<file path="src/rtl/hazard_scoreboard.sv">
// Per-register latency scoreboard that detects RAW hazards and drives pipeline stall and bubble controls.
// Define HDU_PERF_EN to build the saturating RAW/memory stall performance counters.
package hdu_pkg;
  typedef enum logic [1:0] {
    NO_STALL        = 2'd0,
    READ_AFTER_LOAD = 2'd1,
    MEM_DELAY_STALL = 2'd2
  } stall_debug_t;
endpackage

module hazard_scoreboard
  import hdu_pkg::*;
#(
  parameter int NUM_REGS = 32,
  parameter int IDX_W    = 5,
  parameter int LAT_W    = 3
) (
  input  logic             clk,
  input  logic             rst,
  input  logic             iss_valid,
  input  logic [IDX_W-1:0] iss_rs1,
  input  logic [IDX_W-1:0] iss_rs2,
  input  logic [IDX_W-1:0] iss_rd,
  input  logic             iss_we,
  input  logic [LAT_W-1:0] iss_lat,
  input  logic             wb_valid,
  input  logic [IDX_W-1:0] wb_rd,
  input  logic             mem_stall,
  input  logic             flush,
  output logic             ctrlmux_sel,
  output logic             load_pc,
  output logic             load_if_id,
  output logic             load_id_ex,
  output logic             load_ex_mem,
  output logic             load_mem_wb,
  output logic             cur_stall,
  output stall_debug_t     sd,
  output logic [31:0]      raw_stall_cnt,
  output logic [31:0]      mem_stall_cnt
);

  logic [LAT_W-1:0] cnt_q [NUM_REGS];
  logic [LAT_W-1:0] cnt_d [NUM_REGS];

  logic rs1_busy;
  logic rs2_busy;
  logic raw_hazard;
  logic accept;
  logic issue_wr;

  assign rs1_busy   = (iss_rs1 != '0) && (cnt_q[iss_rs1] != '0);
  assign rs2_busy   = (iss_rs2 != '0) && (cnt_q[iss_rs2] != '0);
  assign raw_hazard = iss_valid && (rs1_busy || rs2_busy);
  assign accept     = iss_valid && !raw_hazard && !mem_stall && !flush;
  assign issue_wr   = accept && iss_we && (iss_rd != '0) &&
                      (iss_lat != '0);

  // Priority per entry: flush, issue write, writeback clear, decrement.
  always_comb begin
    for (int r = 0; r < NUM_REGS; r++) begin
      cnt_d[r] = cnt_q[r];
      if (r == 0) begin
        cnt_d[r] = '0;
      end else if (flush) begin
        cnt_d[r] = '0;
      end else if (!mem_stall) begin
        if (issue_wr && (iss_rd == IDX_W'(r))) begin
          cnt_d[r] = iss_lat;
        end else if (wb_valid && (wb_rd == IDX_W'(r))) begin
          cnt_d[r] = '0;
        end else if (cnt_q[r] != '0) begin
          cnt_d[r] = cnt_q[r] - LAT_W'(1);
        end
      end
    end
  end

  always_ff @(posedge clk) begin
    if (rst) begin
      for (int r = 0; r < NUM_REGS; r++) begin
        cnt_q[r] <= '0;
      end
    end else begin
      for (int r = 0; r < NUM_REGS; r++) begin
        cnt_q[r] <= cnt_d[r];
      end
    end
  end

  always_comb begin
    ctrlmux_sel = 1'b0;
    load_pc     = 1'b1;
    load_if_id  = 1'b1;
    load_id_ex  = 1'b1;
    load_ex_mem = 1'b1;
    load_mem_wb = 1'b1;
    cur_stall   = 1'b0;
    sd          = NO_STALL;
    if (mem_stall) begin
      load_pc     = 1'b0;
      load_if_id  = 1'b0;
      load_id_ex  = 1'b0;
      load_ex_mem = 1'b0;
      load_mem_wb = 1'b0;
      cur_stall   = 1'b1;
      sd          = MEM_DELAY_STALL;
    end else if (raw_hazard) begin
      ctrlmux_sel = 1'b1;
      load_pc     = 1'b0;
      load_if_id  = 1'b0;
      sd          = READ_AFTER_LOAD;
    end
  end

`ifdef HDU_PERF_EN
  logic [31:0] raw_cnt_q;
  logic [31:0] raw_cnt_d;
  logic [31:0] mem_cnt_q;
  logic [31:0] mem_cnt_d;

  always_comb begin
    raw_cnt_d = raw_cnt_q;
    mem_cnt_d = mem_cnt_q;
    if (raw_hazard && !mem_stall && (raw_cnt_q != '1)) begin
      raw_cnt_d = raw_cnt_q + 32'd1;
    end
    if (mem_stall && (mem_cnt_q != '1)) begin
      mem_cnt_d = mem_cnt_q + 32'd1;
    end
  end

  always_ff @(posedge clk) begin
    if (rst) begin
      raw_cnt_q <= '0;
      mem_cnt_q <= '0;
    end else begin
      raw_cnt_q <= raw_cnt_d;
      mem_cnt_q <= mem_cnt_d;
    end
  end

  assign raw_stall_cnt = raw_cnt_q;
  assign mem_stall_cnt = mem_cnt_q;
`else
  assign raw_stall_cnt = '0;
  assign mem_stall_cnt = '0;
`endif

endmodule

</file>
<file path="config.mk">
export PLATFORM = sky130hd
export DESIGN_NAME = hazard_scoreboard
export DESIGN_NICKNAME = d
export VERILOG_FILES = /design/src/rtl/hazard_scoreboard.sv
export SDC_FILE = /design/constraint.sdc
export NUM_CORES = 1
export LEC_CHECK = 0
export CAP_MARGIN = 20
export CORE_AREA = 5 5 197 199
export DETAILED_ROUTE_END_ITERATION = 8
export DIE_AREA = 0 0 202 204
export PLACE_DENSITY_LB_ADDON = 0.12
export SETUP_SLACK_MARGIN = 0.2
export SLEW_MARGIN = 20
export SYNTH_ARGS = -nofsm -noshare
export SYNTH_HDL_FRONTEND = slang
export SYNTH_SLANG_ARGS = --single-unit
</file>
<file path="constraint.sdc">
create_clock -name clk -period 4.29 [get_ports clk]
set_clock_uncertainty 0.15 [all_clocks]
set_input_delay 0.429 -clock clk [delete_from_list [all_inputs] [get_ports clk]]
set_output_delay 0.429 -clock clk [all_outputs]
set_load 0.01 [all_outputs]
</file>
Yosys cells after proc, flatten, opt, wreduce, memory -nomap -nowiden
Memory sizes are Yosys's and may differ from the RTL's.
Cells that the tools add are included.
{"block": "word_totals", "regBits": 0, "ram_bits": 96, "output_inout_bits": 73, "elab_cells": 436, "n_memories": 1, "inputBits": 30}
{"memory": "cnt_q", "words": 32, "word_bits": 3, "read_ports": 33, "rd_clocked_by_memory_dff": 0, "wr": 32, "line_no": "42", "text": "logic [LAT_W-1:0] cnt_q [NUM_REGS];"}
{"block": "op_classes", "add_sub_neg": 31, "bitwise": 32, "mux": 198, "eq_ne": 62, "reduce_logical": 112}
{"cell": "$mux W3", "n": 187}
{"cell": "$eq A5 B5 Y1 const B", "n": 32}
{"cell": "$reduce_bool A3 Y1", "n": 34}
{"cell": "$sub A3 B1 Y3 const B", "n": 31}
{"cell": "$eq A5 B4 Y1 const B", "n": 16}
{"cell": "$logic_and A1 B1 Y1", "n": 71}
{"cell": "$eq A5 B3 Y1 const B", "n": 8}
{"cell": "$or A1 B1 Y1", "n": 32}
{"cell": "$eq A5 B2 Y1 const B", "n": 4}
{"cell": "$reduce_bool A5 Y1", "n": 3}
{"cell": "$eq A5 B1 Y1 const B", "n": 2}
{"cell": "$mux W1", "n": 10}
{"cell": "$logic_not A1 Y1", "n": 3}
{"cell": "$mux W2", "n": 1}
{"cell": "$logic_or A1 B1 Y1", "n": 1}

Depth between registers and ports, before layout
Gate-level depths: netlist of the first run.
An unclocked memory read counts as a cell.
{"block": "depth", "depth_word": 17, "mapped_depth": 11, "mapped_depth_nobuf": 8}

Worst setup path before layout of the first run
OpenSTA, ideal clock, no wires.
{"block": "synth_timing", "path_kind": "input port to output port", "from": "input port iss_rs1[0]", "to": "output port load_pc", "n_path_buf": 3, "stages": 9, "path_slack_ps": 1210, "arrival_ps": 2501, "required_time_ps": 3711, "path_cell_list": "buf_2 > or2_1 > o221a_2 > a2111oi_0 > or4b_1 > nand4b_4 > buf_6 > a21oi_1 > buf_4"}
{"block": "synth_between", "elab_chain_len": 7, "elab_cells_between_ends": 8, "cone_classes": "2 x mux; 5 x reduce/logical; 1 x memory"}
{"element": "from (decl)", "line_no": "21", "text": "input logic [IDX_W-1:0] iss_rs1,"}
{"element": "$mem_v2 Z32 W3"}
{"element": "$reduce_bool A3 Y1", "line_no": "51", "text": "assign rs1_busy = (iss_rs1 != '0) && (cnt_q[iss_rs1] != '0);"}
{"element": "$logic_and A1 B1 Y1 (*)", "line_no": "51"}
{"element": "$logic_or A1 B1 Y1 (*)", "line_no": "53", "text": "assign raw_hazard = iss_valid && (rs1_busy || rs2_busy);"}
{"element": "$logic_and A1 B1 Y1 (*)", "line_no": "53"}
{"element": "$mux W1 (*) (2 in series)"}
{"element": "to (decl)", "line_no": "31", "text": "output logic load_pc,"}
Mark *: on every way between the ends. The rest lies on a longest branch, timed or not.

==> metrics.csv, run 1 <==
metric;value;unit
worst-path-buf-inv;1;
post-place-cells;1665;
floorplan.die.height;204;microns
cp_data_arrival_time;3320;ps
setup_repair_after_global_routing_missed_its_margin;false;
synth_edf_count;0;
fmax;256.8;MHz
cts_root_buffer;sky130_fd_sc_hd__clkbuf_16;
detailedRoute.firstPassIterationCount;5;
fillerInstances;4026;
cp_slowest_stage_delay;590;ps
critPathTopFamily;simple AND/OR/NAND/NOR gates;
cts.clk_slew.worst_paths;90;ps
max_cap_viol_count;0;
layout.cell_area.non_filler;10520;sq um
clockBufferDepth;2;
reg.largest.list;cnt_q x93;
start_to_end_type_of_the_worst_setup_path;flip-flop to output pin;
hpwlAfterDp;26.05;mm
worst_slew_pin_slew;1024;ps
yosys-top-cells-area;sky130_fd_sc_hd__dfxtp_1 (20%), sky130_fd_sc_hd__ha_1 (8.2%), sky130_fd_sc_hd__buf_4 (5.7%);
top_reg_cell_synth;sky130_fd_sc_hd__dfxtp_1;
ys_warn_count;0;
detailedPlace.worstSlack;209.2;ps
dieWidth;202;microns
hold_path_depth;2;
cp.required;3710;ps
hold_path_end;cnt_q[7][1]$_SDFFE_PP0P_;
reg2reg_to;cnt_q[6][1]$_SDFFE_PP0P_;
n_antenna_cell;0;
floorplan.initialDensity;25.41;%
largest_register_ffs;93;
placementRows;71;
power.density;208.1;nW/um^2
hold_violations;0;
synth_seq_cells;93;
finalMaxSlewViolations;0;
globalRoute.totalOverflow;0;
finalWeightedCongestion;0.8580;
post_drt_wl_per_cell;21.95;microns
first_global_vias;8776;
timing.critical_path.cells;nor3_1 -> mux4_2 -> a2111oi_0 -> or4b_1 -> nand4b_4 -> a21oi_1 -> clkdlybuf4s50_1;
post_drt_via_cell_ratio;5.445;
clk-insertion-delay-late;380;ps
wirelength;36.89;mm
worstSetupStartpointType;flip-flop;
vias;9153;
setup_ws;395.4;ps
ff2ff_path_depth;9;
route.detailed.drc;0;
synth.avg_cell_area;7.897;sq um
cts_num_sinks;93;
result_of_the_run;complete, no violations;
final.min_clock_period;3895;ps
finalSetupTns;0;ps
synth-async-reset-ratio;0;%
timing.final.crit_share;90.78;%
synth-seq-area-share;19.78;%
syn-cell-area;9413;sq um
synthToLayoutAreaGrowth;11.79;%
crit_path_top_delay_cell;sky130_fd_sc_hd__or4b_1;
grt_max_degree;170;
grt_usage;17.41;%
cts_tree;yes;
synth_area_leader_cell;sky130_fd_sc_hd__dfxtp_1;
cts_inserted_buffers;9;
floorplan.io_pins;103;
largest_register;cnt_q;
netlist-cell-type-count;66;
critical_path.reg2reg.startpoint;cnt_q[17][2]$_SDFFE_PP0P_;
timing.hold.worst.start;cnt_q[7][1]$_SDFFE_PP0P_;
die_area;41210;sq um
cts-htree-levels;3;
place_area;10200;sq um
grt_first_pass_wirelength;55.17;mm
worst-r2r-setup-slack;740;ps
syn_inst;1192;
drive_above_1_share;11.02;%
final_nets;1294;
fin_cells;1681;
drtAntennaViolNets;0;
slew_headroom;31.58;%
area_share_of_the_largest_cell_type_after_synthesis;19.78;%
leakagePower;3.425;nW
end_kind;output pin;
finalSetupViolations;0;
timing.hold.worst.class;flip-flop to flip-flop;
antenna_found_initial;1;
detailedRoute.firstIterationViolations;599;
port-buffer-count;38;
placeableCoreArea;37040;sq um
path_max_fanout;5;
fin_util;28.41;%
worst_case_vdd_ir_drop;186.1;uV
[layout make-up]
cell class,count,area (sq um),share of cell area (%)
Timing Repair Buffer,84,778.2,7.396
Clock buffer,10,239.0,2.271
Tap cell,474,593.1,5.636
Sequential cell,93,1862,17.69
Multi-Input combinational cell,943,6713,63.79
Clock inverter,6,71.32,0.6778
Inverter,71,266.5,2.533
[synth_stat cells (all sizes together) (38+ instances only)]
cell and instances:
a21oi 82, buf 91, clkbuf 57, dfxtp 93, ha 62, inv 70
mux2i 43, nand2 110, nand2b 40, nand3 38, nor2 81, nor3 79
[where the power goes]
part	internal (mW)	switching, mW	leakage, nW
clock	0.474	0.435	0.145
combinational	0.105	0.308	2.53
sequential	0.865	0.00191	0.749
total	1.44	0.745	3.42
[cells in the final DEF (no fill, tap or decap), drive strengths merged, types with 4 or more instances in the layout]
master           n
nor4b           33
clkdlybuf4s50   35
clkbuf          10
o21ai            7
nand3           38
dfxtp           93
conb            64
nor4            29
mux2i           43
nand4           32
a221oi          23
or4             24
nor3            79
o2bb2a           7
buf             47
nand2          110
a21o            23
or2              5
a21oi           82
nand3b           5
a31oi           26
o211ai           7
nor2            81
ha              62
mux4             8
nand2b          40
nor2b           15
inv             72
o211a           14
o2111a          24
and2             4
a32oi           23
[cells by family after synthesis]
logic type      count (synthesis)  share of synthesized area [%]
other cells                     1                        0.03984
fa+ha+maj                      62                          8.241
compound gates                259                          21.43
simple gates                  507                          32.13
flops                          93                          19.78
buf+inv                       219                          11.90
mux                            51                          6.487
[worst reg2reg max path, stage by stage, from the launching register on]
cell                        delay [ps]
sky130_fd_sc_hd__dfxtp_1           340
sky130_fd_sc_hd__nor3_1            490
sky130_fd_sc_hd__mux4_2            340
sky130_fd_sc_hd__a2111oi_0          60
sky130_fd_sc_hd__or4b_1            590
sky130_fd_sc_hd__nand4b_4          270
sky130_fd_sc_hd__buf_4             300
sky130_fd_sc_hd__nor4_2            520
sky130_fd_sc_hd__mux2i_1           140
sky130_fd_sc_hd__a221oi_1          270
[worst max-delay path by stage]
| stage | from | slack, ps | cells after the start | to |
|---|---|---|---|---|
| 2_1_floorplan | iss_rs1[0] | 1210 | 9 | load_pc |
| 3_3_place_gp | iss_rs1[1] | 220 | 11 | cnt_q[13][0]$_SDFFE_PP0P_ |
| 3_5_place_dp | iss_rs1[1] | 210 | 10 | cnt_q[13][0]$_SDFFE_PP0P_ |
| 4_1_cts | iss_rs1[1] | 230 | 7 | sd[0] |
| 5_1_grt | iss_rs2[1] | 280 | 9 | load_pc |
| 6_report | cnt_q[17][2]$_SDFFE_PP0P_ | 400 | 7 | load_if_id |
[metrics by stage]
stage                     hold WS [ps]  total power, mW
after detailed placement         361.5            1.297
after global placement           359.4            1.300
after floorplan                  332.2            1.170
after global routing             400.4            2.256
final                            373.3            2.189
after CTS                        373.5            2.214
[what timing repair did]
item | in CTS | in global routing
hold buffers | 0 | 0
setup buffers | 0 | 0
setup endpoints to repair | 0 | 4
resized for setup | 0 | 3
[routing by layer]
layer	GRT usage, %	share of wire [%]	up-vias
met3	2.174	4.3	76
met5	0	0	-
met1	23.64	47	4450
met4	7.861	4.1	0
met2	27.70	45	281
li1	-	-	4346
(Power assumes the default switching activity.)
==> run 2: changes to the inputs <==
Settings changed: SKIP_CTS_REPAIR_TIMING set to 1.
==> results of run 2 <==
Same layout as run 1: the final DEF is identical, and so are final timing and power.
